[src/rtl/host_arb_pkg.sv]
// Shared types and width helpers for the host round-robin arbiter.
// Index type covers up to 8 upstream masters.
package host_arb_pkg;

  localparam int unsigned HOST_ARB_MAX_HOSTS = 8;
  localparam int unsigned HOST_IDX_W = $clog2(HOST_ARB_MAX_HOSTS);
  localparam int unsigned TIMEOUT_CNT_W = 16;

  typedef logic [HOST_IDX_W-1:0] host_idx_t;

  // Occupancy counter width for a FIFO of the given depth (0..depth)
  function automatic int unsigned fifo_cnt_w(input int unsigned depth);
    return $clog2(depth + 1);
  endfunction

endpackage

[src/rtl/host_rr_arbiter_if.sv]
// Host-side and bus-side request/response bundle of the arbiter.
// slave: arbiter view, master: environment (masters + bus) view.
interface host_rr_arbiter_if #(
  parameter int unsigned NrHosts      = 2,
  parameter int unsigned DataWidth    = 32,
  parameter int unsigned AddressWidth = 32
);

  logic [NrHosts-1:0]              host_req_i;
  logic [NrHosts-1:0]              host_gnt_o;
  logic [NrHosts*AddressWidth-1:0] host_addr_i;
  logic [NrHosts-1:0]              host_we_i;
  logic [NrHosts*4-1:0]            host_be_i;
  logic [NrHosts*DataWidth-1:0]    host_wdata_i;
  logic [NrHosts-1:0]              host_rvalid_o;
  logic [DataWidth-1:0]            host_rdata_o;
  logic [NrHosts-1:0]              host_err_o;

  logic                    bus_req_o;
  logic                    bus_gnt_i;
  logic [AddressWidth-1:0] bus_addr_o;
  logic                    bus_we_o;
  logic [3:0]              bus_be_o;
  logic [DataWidth-1:0]    bus_wdata_o;
  logic                    bus_rvalid_i;
  logic [DataWidth-1:0]    bus_rdata_i;
  logic                    bus_err_i;

  modport slave (
    input  host_req_i, host_addr_i, host_we_i,
    input  host_be_i, host_wdata_i,
    output host_gnt_o, host_rvalid_o,
    output host_rdata_o, host_err_o,
    output bus_req_o, bus_addr_o, bus_we_o,
    output bus_be_o, bus_wdata_o,
    input  bus_gnt_i, bus_rvalid_i,
    input  bus_rdata_i, bus_err_i
  );

  modport master (
    output host_req_i, host_addr_i, host_we_i,
    output host_be_i, host_wdata_i,
    input  host_gnt_o, host_rvalid_o,
    input  host_rdata_o, host_err_o,
    input  bus_req_o, bus_addr_o, bus_we_o,
    input  bus_be_o, bus_wdata_o,
    output bus_gnt_i, bus_rvalid_i,
    output bus_rdata_i, bus_err_i
  );

endinterface

[src/rtl/host_arb_order_fifo.sv]
// Order FIFO of granted master indices, sync reset.
// Wrapping read/write pointers plus an occupancy count.
module host_arb_order_fifo
  import host_arb_pkg::*;
#(
  parameter int unsigned Depth = 4
) (
  input  logic      clk_i,
  input  logic      rst_i,
  input  logic      push_i,
  input  host_idx_t data_i,
  input  logic      pop_i,
  output logic      full_o,
  output logic      empty_o,
  output host_idx_t head_o
);

  localparam int unsigned PtrW = $clog2(Depth);
  localparam int unsigned CntW = fifo_cnt_w(Depth);

  typedef logic [PtrW-1:0] ptr_t;
  typedef logic [CntW-1:0] fifo_cnt_t;

  host_idx_t mem_q [Depth];
  ptr_t      wr_ptr_q, wr_ptr_d;
  ptr_t      rd_ptr_q, rd_ptr_d;
  fifo_cnt_t cnt_q, cnt_d;
  logic      do_push;
  logic      do_pop;

  assign full_o  = (cnt_q == fifo_cnt_t'(Depth));
  assign empty_o = (cnt_q == '0);
  assign head_o  = mem_q[rd_ptr_q];

  assign do_pop  = pop_i && !empty_o;
  assign do_push = push_i && (!full_o || do_pop);

  // Next pointers and occupancy
  always_comb begin
    wr_ptr_d = wr_ptr_q;
    rd_ptr_d = rd_ptr_q;
    cnt_d    = cnt_q;
    if (do_push) wr_ptr_d = wr_ptr_q + ptr_t'(1);
    if (do_pop)  rd_ptr_d = rd_ptr_q + ptr_t'(1);
    unique case ({do_push, do_pop})
      2'b10:   cnt_d = cnt_q + fifo_cnt_t'(1);
      2'b01:   cnt_d = cnt_q - fifo_cnt_t'(1);
      default: cnt_d = cnt_q;
    endcase
  end

  // Pointer and count registers
  always_ff @(posedge clk_i) begin
    if (rst_i) begin
      wr_ptr_q <= '0;
      rd_ptr_q <= '0;
      cnt_q    <= '0;
    end else begin
      wr_ptr_q <= wr_ptr_d;
      rd_ptr_q <= rd_ptr_d;
      cnt_q    <= cnt_d;
    end
  end

  // Storage, no reset needed: entries are only read when counted
  always_ff @(posedge clk_i) begin
    if (do_push) mem_q[wr_ptr_q] <= data_i;
  end

endmodule

[src/rtl/host_rr_arbiter.sv]
// Round-robin arbiter sharing one bus host port among NrHosts masters.
// Optional response watchdog: define HOST_ARB_TIMEOUT_EN.
module host_rr_arbiter
  import host_arb_pkg::*;
#(
  parameter int unsigned NrHosts        = 2,
  parameter int unsigned DataWidth      = 32,
  parameter int unsigned AddressWidth   = 32,
  parameter int unsigned MaxOutstanding = 4,
  parameter int unsigned TimeoutCycles  = 256
) (
  input  logic clk_i,
  input  logic rst_i,
  host_rr_arbiter_if.slave io
`ifdef HOST_ARB_TIMEOUT_EN
  ,
  output logic timeout_o
`endif
);

  logic               rst_q;
  logic               block;
  host_idx_t          ptr_q, ptr_d;
  host_idx_t          winner;
  host_idx_t          win_hi, win_lo;
  logic               found_hi;
  logic               any_req;
  logic               bus_req;
  logic               grant;
  logic               fifo_full;
  logic               fifo_empty;
  host_idx_t          fifo_head;
  logic               rsp_pop;
  logic               tmo_hit;
  logic               pop;
  logic [NrHosts-1:0] gnt;
  logic [NrHosts-1:0] rvalid;
  logic [NrHosts-1:0] err;

  // Outputs stay quiet during reset and the cycle after it
  assign block   = rst_i || rst_q;
  assign any_req = |io.host_req_i;
  assign bus_req = any_req && !fifo_full && !block;
  assign grant   = bus_req && io.bus_gnt_i;
  assign rsp_pop = io.bus_rvalid_i && !fifo_empty && !block;
  assign pop     = rsp_pop || tmo_hit;

  // Delayed reset flag
  always_ff @(posedge clk_i) begin
    rst_q <= rst_i;
  end

  // Winner: lowest requester at/above ptr, else lowest overall
  always_comb begin
    win_hi   = '0;
    win_lo   = '0;
    found_hi = 1'b0;
    for (int h = NrHosts - 1; h >= 0; h--) begin
      if (io.host_req_i[h]) begin
        win_lo = host_idx_t'(h);
        if (host_idx_t'(h) >= ptr_q) begin
          win_hi   = host_idx_t'(h);
          found_hi = 1'b1;
        end
      end
    end
    winner = found_hi ? win_hi : win_lo;
  end

  // Request field mux towards the bus
  always_comb begin
    io.bus_addr_o  = '0;
    io.bus_we_o    = 1'b0;
    io.bus_be_o    = '0;
    io.bus_wdata_o = '0;
    for (int h = 0; h < NrHosts; h++) begin
      if (winner == host_idx_t'(h)) begin
        io.bus_addr_o  = io.host_addr_i[h*AddressWidth +: AddressWidth];
        io.bus_we_o    = io.host_we_i[h];
        io.bus_be_o    = io.host_be_i[h*4 +: 4];
        io.bus_wdata_o = io.host_wdata_i[h*DataWidth +: DataWidth];
      end
    end
  end

  // Grant fan-out and response routing to the FIFO head
  always_comb begin
    gnt    = '0;
    rvalid = '0;
    err    = '0;
    for (int h = 0; h < NrHosts; h++) begin
      gnt[h]    = grant && (winner == host_idx_t'(h));
      rvalid[h] = pop && (fifo_head == host_idx_t'(h));
      err[h]    = rvalid[h] && (tmo_hit || io.bus_err_i);
    end
  end

  assign io.bus_req_o     = bus_req;
  assign io.host_gnt_o    = gnt;
  assign io.host_rvalid_o = rvalid;
  assign io.host_err_o    = err;
  assign io.host_rdata_o  = (block || tmo_hit) ? '0 : io.bus_rdata_i;

  // Pointer moves past the winner on every grant
  always_comb begin
    ptr_d = ptr_q;
    if (grant) begin
      ptr_d = (winner == host_idx_t'(NrHosts - 1)) ? '0
            : winner + host_idx_t'(1);
    end
  end

  // Round-robin pointer register
  always_ff @(posedge clk_i) begin
    if (rst_i) ptr_q <= '0;
    else       ptr_q <= ptr_d;
  end

  host_arb_order_fifo #(
    .Depth(MaxOutstanding)
  ) u_order_fifo (
    .clk_i  (clk_i),
    .rst_i  (rst_i),
    .push_i (grant),
    .data_i (winner),
    .pop_i  (pop),
    .full_o (fifo_full),
    .empty_o(fifo_empty),
    .head_o (fifo_head)
  );

`ifdef HOST_ARB_TIMEOUT_EN
  typedef logic [TIMEOUT_CNT_W-1:0] wdog_t;

  wdog_t wdog_q, wdog_d;
  logic  tmo_q, tmo_d;

  // A real response in the same cycle wins over the timeout
  assign tmo_hit = !fifo_empty && !io.bus_rvalid_i && !block
                && (wdog_q == wdog_t'(TimeoutCycles - 1));

  // Watchdog counts waiting cycles, restarts on every pop
  always_comb begin
    wdog_d = (pop || fifo_empty) ? '0 : wdog_q + wdog_t'(1);
    tmo_d  = tmo_q || tmo_hit;
  end

  // Watchdog and sticky timeout flag
  always_ff @(posedge clk_i) begin
    if (rst_i) begin
      wdog_q <= '0;
      tmo_q  <= 1'b0;
    end else begin
      wdog_q <= wdog_d;
      tmo_q  <= tmo_d;
    end
  end

  assign timeout_o = tmo_q;
`else
  assign tmo_hit = 1'b0;
`endif

`ifndef SYNTHESIS
  a_rvalid_needs_outstanding: assert property (
    @(posedge clk_i) disable iff (rst_i)
    !(io.bus_rvalid_i && fifo_empty)
  );
`endif

endmodule

[src/flat_wrapper.sv]
// flat-port wrapper written by rule: the top's interface ports become plain ports
module host_rr_arbiter_flat import host_arb_pkg::*;
#(
  parameter int unsigned NrHosts        = 2,
  parameter int unsigned DataWidth      = 32,
  parameter int unsigned AddressWidth   = 32,
  parameter int unsigned MaxOutstanding = 4,
  parameter int unsigned TimeoutCycles  = 256
)
  (clk_i, rst_i, io_host_req_i, io_host_addr_i, io_host_we_i, io_host_be_i, io_host_wdata_i, io_host_gnt_o, io_host_rvalid_o, io_host_rdata_o, io_host_err_o, io_bus_req_o, io_bus_addr_o, io_bus_we_o, io_bus_be_o, io_bus_wdata_o, io_bus_gnt_i, io_bus_rvalid_i, io_bus_rdata_i, io_bus_err_i);
  host_rr_arbiter_if #(.NrHosts(NrHosts), .DataWidth(DataWidth), .AddressWidth(AddressWidth)) io_i ();
  input  logic clk_i;
  input  logic rst_i;
  input wire logic [$bits(io_i.host_req_i)-1:0] io_host_req_i;
  input wire logic [$bits(io_i.host_addr_i)-1:0] io_host_addr_i;
  input wire logic [$bits(io_i.host_we_i)-1:0] io_host_we_i;
  input wire logic [$bits(io_i.host_be_i)-1:0] io_host_be_i;
  input wire logic [$bits(io_i.host_wdata_i)-1:0] io_host_wdata_i;
  output wire logic [$bits(io_i.host_gnt_o)-1:0] io_host_gnt_o;
  output wire logic [$bits(io_i.host_rvalid_o)-1:0] io_host_rvalid_o;
  output wire logic [$bits(io_i.host_rdata_o)-1:0] io_host_rdata_o;
  output wire logic [$bits(io_i.host_err_o)-1:0] io_host_err_o;
  output wire logic [$bits(io_i.bus_req_o)-1:0] io_bus_req_o;
  output wire logic [$bits(io_i.bus_addr_o)-1:0] io_bus_addr_o;
  output wire logic [$bits(io_i.bus_we_o)-1:0] io_bus_we_o;
  output wire logic [$bits(io_i.bus_be_o)-1:0] io_bus_be_o;
  output wire logic [$bits(io_i.bus_wdata_o)-1:0] io_bus_wdata_o;
  input wire logic [$bits(io_i.bus_gnt_i)-1:0] io_bus_gnt_i;
  input wire logic [$bits(io_i.bus_rvalid_i)-1:0] io_bus_rvalid_i;
  input wire logic [$bits(io_i.bus_rdata_i)-1:0] io_bus_rdata_i;
  input wire logic [$bits(io_i.bus_err_i)-1:0] io_bus_err_i;
  assign io_i.host_req_i = io_host_req_i;
  assign io_i.host_addr_i = io_host_addr_i;
  assign io_i.host_we_i = io_host_we_i;
  assign io_i.host_be_i = io_host_be_i;
  assign io_i.host_wdata_i = io_host_wdata_i;
  assign io_host_gnt_o = io_i.host_gnt_o;
  assign io_host_rvalid_o = io_i.host_rvalid_o;
  assign io_host_rdata_o = io_i.host_rdata_o;
  assign io_host_err_o = io_i.host_err_o;
  assign io_bus_req_o = io_i.bus_req_o;
  assign io_bus_addr_o = io_i.bus_addr_o;
  assign io_bus_we_o = io_i.bus_we_o;
  assign io_bus_be_o = io_i.bus_be_o;
  assign io_bus_wdata_o = io_i.bus_wdata_o;
  assign io_i.bus_gnt_i = io_bus_gnt_i;
  assign io_i.bus_rvalid_i = io_bus_rvalid_i;
  assign io_i.bus_rdata_i = io_bus_rdata_i;
  assign io_i.bus_err_i = io_bus_err_i;
  host_rr_arbiter #(.NrHosts(NrHosts), .DataWidth(DataWidth), .AddressWidth(AddressWidth), .MaxOutstanding(MaxOutstanding), .TimeoutCycles(TimeoutCycles)) u_core (.clk_i(clk_i), .rst_i(rst_i), .io(io_i));
endmodule
[config.mk]
export PLATFORM = sky130hd
export DESIGN_NAME = host_rr_arbiter_flat
export DESIGN_NICKNAME = d
export VERILOG_FILES = /design/src/rtl/host_arb_pkg.sv /design/src/rtl/host_rr_arbiter_if.sv /design/src/rtl/host_arb_order_fifo.sv /design/src/rtl/host_rr_arbiter.sv /design/src/flat_wrapper.sv
export SDC_FILE = /design/constraint.sdc
export NUM_CORES = 1
export LEC_CHECK = 0
export ABC_AREA = 0
export CAP_MARGIN = 20
export CELL_PAD_IN_SITES_DETAIL_PLACEMENT = 0
export CELL_PAD_IN_SITES_GLOBAL_PLACEMENT = 2
export CORE_MARGIN = 2
export CORE_UTILIZATION = 10
export CTS_CLUSTER_SIZE = 25
export DETAILED_ROUTE_END_ITERATION = 12
export PLACE_DENSITY_LB_ADDON = 0.1
export SLEW_MARGIN = 20
export SYNTH_ARGS = -nofsm -noshare
export SYNTH_HDL_FRONTEND = slang
export SYNTH_SLANG_ARGS = --single-unit
[constraint.sdc]
create_clock -name clk_i -period 3 [get_ports clk_i]
set_input_delay 0.6 -clock clk_i [delete_from_list [all_inputs] [get_ports clk_i]]
set_output_delay 0.6 -clock clk_i [all_outputs]
set_load 0.03 [all_outputs]
Word-level counts from Yosys, hierarchy flattened:

Memories as Yosys holds them, arrays and structs flattened. A register that Yosys moved wholly into a read port is not among the register bits.
Index checks and enable logic that the tools add are counted.

* flip-flop bits (word level): 11
* bits in writable memories: 12
* input bits: 177
* output and inout bits: 108
* logic and storage cells: 67
* memories: 1

* $add $sub $neg: 5
* $lt $le $gt $ge: 2
* equal/unequal tests: 5
* multiplexer cells: 26
* reductions and logical operators: 23

Memories
* u_core.u_order_fifo.mem_q: depth 4, bits a word 3, rd ports 1, clocked after Yosys merged registers in 1, write ports 1, line host_arb_order_fifo.sv:24 `host_idx_t mem_q [Depth];`

Operators by type and width (count)
* 32-bit 2-to-1 mux: 5
* 3-bit 2-to-1 mux: 5
* 1-bit logical AND: 13
* 1-bit 2-to-1 mux: 11
* 3-bit logical NOT: 3
* 4-bit 2-to-1 mux: 2
* 3-bit by 1-bit adder with 3-bit output (second input constant): 2
* 3-bit by 1-bit == test with 1-bit output (second input constant): 2
* 1-bit by 3-bit >= comparator with 1-bit output (first input constant): 2
* 3-bit case mux with 2 select lines: 1
* 2-bit by 1-bit adder with 2-bit output (second input constant): 2
* 2-bit 2-to-1 mux: 2
* 3-bit == test (second input constant): 1
* 1-bit logical NOT: 3
* 3-bit by 1-bit subtractor with 3-bit output (second input constant): 1
* 2-bit by 1-bit == test with 1-bit output (second input constant): 1
* 2-bit == test (second input constant): 1
* 1-bit logical OR: 2
* 2-bit nonzero test: 1
* 2-bit OR reduction: 1

Logic depth before layout (Yosys ltp):

* depth after elaboration: 9
* mapped depth: 9
* depth with buffers taken out: 9

Cells and area by module:

From an unflattened synthesis, not the netlist that was laid out.

* cell total of the unflattened synthesis: 210
* area total of the unflattened synthesis: 2193.4 µm²

By module, submodules not included
* host_rr_arbiter: instances 1, cells an instance 136, area each 1227.4 µm², seq. area each 40.0 µm²
* host_arb_order_fifo: instances 1, cells an instance 74, area each 965.9 µm², seq. area each 540.5 µm²

Least setup slack after synthesis:

OpenSTA, ideal clock, no wires.

* kind: input -> register
* start point: input rst_i
* end point: register u_core.u_order_fifo.cnt_q[2]
* setup time: 70 ps
* arrival time: 2407 ps
* data required time: 2930 ps
* slack: 524 ps
* stages on the path: 9
* buffers on the path: 0
* path through: or3b_4 or2_4 inv_2 ha_1 inv_1 fa_1 xor2_1 or3_1 a21oi_1

* cells in the longest elaborated chain, start to end: 8
* elaborated cells between the ends (all ways): 12
* classes of those cells: eq/ne: 2; mux: 1; reduce/logical: 9

Ends and longest elaborated chain
* start, declared: line flat_wrapper.sv:13 `input logic rst_i;`
* 1-bit logical OR (*): line host_rr_arbiter.sv:41 `assign block = rst_i || rst_q;`
* 1-bit logical NOT (*): line host_rr_arbiter.sv:45 `assign rsp_pop = io.bus_rvalid_i && !fifo_empty && !block;`
* 1-bit logical AND (*): line host_rr_arbiter.sv:45
* 1-bit logical AND (*): line host_arb_order_fifo.sv:35 `assign do_pop = pop_i && !empty_o;`
* named net u_core.u_order_fifo.do_pop: line host_arb_order_fifo.sv:29 `logic do_pop;`
* 1-bit logical OR: line host_arb_order_fifo.sv:36 `assign do_push = push_i && (!full_o || do_pop);`
* 1-bit logical AND: line host_arb_order_fifo.sv:36
* 2-bit by 1-bit == test with 1-bit output or 2-bit == test (tied branches): line host_arb_order_fifo.sv:45 `unique case ({do_push, do_pop})`
* 3-bit case mux with 2 select lines or 2-bit nonzero test (tied branches)
* end signal, assigned: line host_arb_order_fifo.sv:61 `cnt_q <= cnt_d;`
* end, declared: line host_arb_order_fifo.sv:27 `fifo_cnt_t cnt_q, cnt_d;`

The timed path passes the listed nets; every way through them passes the cells marked *.
A chain may end at the register's enable or synchronous reset.

Worst setup path in the final report:

* start point: input io_host_req_i[1]
* end point: output io_bus_wdata_o[20]

* cells in the longest elaborated chain, start to end: 7
* elaborated cells between the ends (all ways): 13
* classes of those cells: eq/ne: 1; mux: 11; reduce/logical: 1

Ends and longest elaborated chain
* start, declared: line flat_wrapper.sv:14 `input wire logic [$bits(io_i.host_req_i)-1:0] io_host_req_i;`
* 1-bit 2-to-1 mux: line host_rr_arbiter.sv:59 `if (io.host_req_i[h]) begin`
* 3-bit 2-to-1 mux or 1-bit 2-to-1 mux (tied branches): line host_rr_arbiter.sv:61 `if (host_idx_t'(h) >= ptr_q) begin`
* 3-bit 2-to-1 mux or 1-bit 2-to-1 mux (tied branches): line host_rr_arbiter.sv:59
* 3-bit 2-to-1 mux (*): line host_rr_arbiter.sv:67 `winner = found_hi ? win_hi : win_lo;`
* 3-bit logical NOT: line host_rr_arbiter.sv:77 `if (winner == host_idx_t'(h)) begin`
* 32-bit 2-to-1 mux: line host_rr_arbiter.sv:77
* 32-bit 2-to-1 mux (*): line host_rr_arbiter.sv:77
* end, declared: line flat_wrapper.sv:27 `output wire logic [$bits(io_i.bus_wdata_o)-1:0] io_bus_wdata_o;`

Every way passes the cells marked *; elsewhere a longest branch is shown, timed or not.

==> results by group <==
Job
  • Max Cap Viol: 0

Setup path
  • Worst Setup Start Kind: input port
  • Element type at the critical path end: primary output
  • WP data required: 2.40 ns
  • Crit path kind: input port to primary output
  • CP max FO: 27
  • Data arrival time at the worst-slack endpoint: 2.29 ns

Clocking
  • Setup bufs post-CTS: 0
  • Number of buffers created by CTS: 3
  • Clock latency on the worst-skew pair: 0.24 ns
  • CTS root buf: clkbuf_16
  • Max clock buf depth: 2
  • CTS sink cnt: 15
  • Hold Buf Count CTS: 0
  • CTS clk-pin slew, worst paths: 0.04 ns
  • CTS tree: yes
  • H-Tree Depth: 1

Synthesis
  • Post-Syn Area: 1810 sq um
  • Avg Synthesized Cell Area: 9.93 sq um
  • Synth unique cells: 31
  • Synthesized flop and latch total: 15
  • Top cells by count, synth: mux2_1, and2_1, dfxtp_1
  • Number of synthesized flops with an enable pin: 4
  • Syn_nets: 365
  • Area leader, netlist: mux2_1
  • Ys Warns: 0
  • Share of the synthesized area in the top cell type: 0.411
  • Top cells by area, synth: mux2_1, dfxtp_1, and2_1, edfxtp_1, ha_1
  • Most common cell in the netlist: mux2_1
  • Syn Inst Count: 182
  • Async set or reset register ratio after synthesis: 0
  • Post-synth top flop: dfxtp_1
  • Sequential fraction of the synthesis area: 0.188

Global route
  • Overflow after GRT: 0
  • Antenna violations before repair: 1
  • First-pass GRT wire length: 15400 microns
  • GRT Total Usage: 0.103
  • Vias in the first global route: 2616
  • Pin count of the biggest net entering global routing: 33

Power and ir drop
  • Leakage: 2.05 nW
  • Pwr/cell area: 249 nW/um^2
  • P_int: 0.793 mW
  • Maximum VDD drop: 138 uV
  • Net Sw Frac: 0.351
  • Switching pwr: 0.429 mW
  • Combinational cell fraction of total power: 0.614
  • Clock share of power: 0.207
  • Flop pwr share: 0.179

Place
  • Number of cells after detailed placement: 699
  • I/O Buffers: 284
  • Routability cong.: 0.803
  • Detailed Place HPWL: 9270 microns
  • DP Area: 4860 sq um

Final layout
  • Fin cells: 704
  • Share of cells above drive strength 1: 0.222
  • Area delta synth->final: 171%
  • Fill count: 1903
  • Final #Nets: 658
  • Register area: 340 sq um
  • Area of the multi-input gates: 1380 sq um
  • Design area: 4900 sq um

STA
  • Final period util: 0.964
  • Final hold vios: 0
  • Final setup viols: 0
  • Clock skew: 0.00224 ns
  • Slew Limit Fails: 0
  • Minimum clock period: 2.89 ns
  • Max-slew headroom: 0.693
  • RSZ-0062 raised after global routing: no
  • Worst slew pin tran: 0.457 ns
  • Achievable Freq: 0.346 GHz

Routing
  • Met2 WL: 5890 microns
  • Met3 WL post-DR: 1020 microns
  • ANT nets after route: 0
  • Met1 WL: 3290 microns
  • Routed length per instance: 14.7 microns
  • Highest routing layer actually used: met4
  • DR iter-0 viols: 27
  • Via density: 3.57
  • DRC viols: 0
  • Drt pass-1 iters: 3
  • Vias: 2516
  • Total wire length: 10300 microns

Worst hold path
  • Hold Path Class: register to register

Die
  • Core area: 17800 sq um
  • Row count: 49
  • Die width: 138 microns
  • Die Y: 138 microns
  • Die area: 19200 sq um
  • # IOs: 285
  • Initial Util: 0.101

Run status
  • Status: finished clean
-- worst max-delay path, stage by stage --
cell	delay (ns)
clkdlybuf4s50_1	0.48
a21boi_4	0.24
buf_12	0.22
mux2_1	0.36
dlygate4sd2_1	0.36
-- per-stage QoR --
stage | power, mW | util | hold WS [ns] | setup TNS, ns | setup slack [ns]
after floorplan | 0.570 | - | 0.431 | 0 | 0.524
after detailed placement | 1.01 | 0.272 | 0.453 | -3.64 | -0.133
after global placement | 1.02 | 0.272 | 0.454 | -3.69 | -0.128
after global routing | 1.29 | 0.275 | 0.505 | 0 | 0.0191
after CTS | 1.24 | 0.274 | 0.462 | 0 | 0.0309
final | 1.22 | 0.275 | 0.456 | 0 | 0.109
-- cells in the final DEF, fill, tap and decap left out, types with 2 or more instances in the layout --
cell type and n:
dlygate4sd2_1 34, nand2b_1 3, clkdlybuf4s50_1 176, inv_1 6
mux2_2 4, dfxtp_1 11, nor2_1 6, mux2_1 66
edfxtp_1 4, xor2_1 2, ha_1 5, buf_4 85
or3_1 2, mux2i_1 3, a21oi_1 4, and2_1 33
clkbuf_16 3, o21ai_0 2, buf_12 4, and3_1 6
-- layout make-up --
class | instances | share of cell area
inverters | 7 | 0.00536
multi-input cells | 148 | 0.281
diodes | 1 | 0.000511
flip-flops and latches | 15 | 0.0694
well taps | 229 | 0.0585
repair buffers | 300 | 0.569
clock buffers | 4 | 0.0161
-- power groups by stage --
stage	combinational, mW	sequential [mW]	clock, mW
final	0.751	0.219	0.253
after global routing	0.795	0.219	0.276
after CTS	0.764	0.219	0.261
after detailed placement	0.789	0.223	0
after global placement	0.793	0.223	0
after floorplan	0.348	0.222	0
-- worst paths after layout --
check	from	endpoint	slack [ns]	depth (start not counted)
setup reg to reg	u_core.rst_q$_DFF_P_	u_core.u_order_fifo.cnt_q[2]$_SDFFE_PP0P_	0.71	9
hold / removal	u_core.u_order_fifo.rd_ptr_q[1]$_SDFFE_PP0P_	u_core.u_order_fifo.rd_ptr_q[1]$_SDFFE_PP0P_	0.46	1
setup / recovery	io_host_req_i[1]	io_bus_wdata_o[20]	0.11	5
hold reg to reg	u_core.u_order_fifo.rd_ptr_q[1]$_SDFFE_PP0P_	u_core.u_order_fifo.rd_ptr_q[1]$_SDFFE_PP0P_	0.46	1
-- kinds of logic (layout without fill, tap and decap cells) --
group,after synthesis,in the layout,share of synthesized area
AOI/OAI and AO/OA,9,9,0.0346
xor gates and xnor gates,2,2,0.00970
adders and majority gates,6,6,0.0457
buffers and inverters,19,311,0.0554
DFF,15,15,0.188
muxes,74,74,0.465
other,0,1,0
and+or+nand+nor,57,57,0.201
-- routing by layer --
layer	track usage	vias to the layer above
met5	0	-
met4	0.0193	0
met3	0.0256	8
met2	0.217	176
met1	0.0990	1111
li1	-	1221
-- repair_timing --
item	CTS	global route
pin swaps	0	0
setup endpoints to repair	34	8
hold endpoints to repair	0	0
resized for setup	34	1
Note: power is estimated with default switching activity, not from simulation.
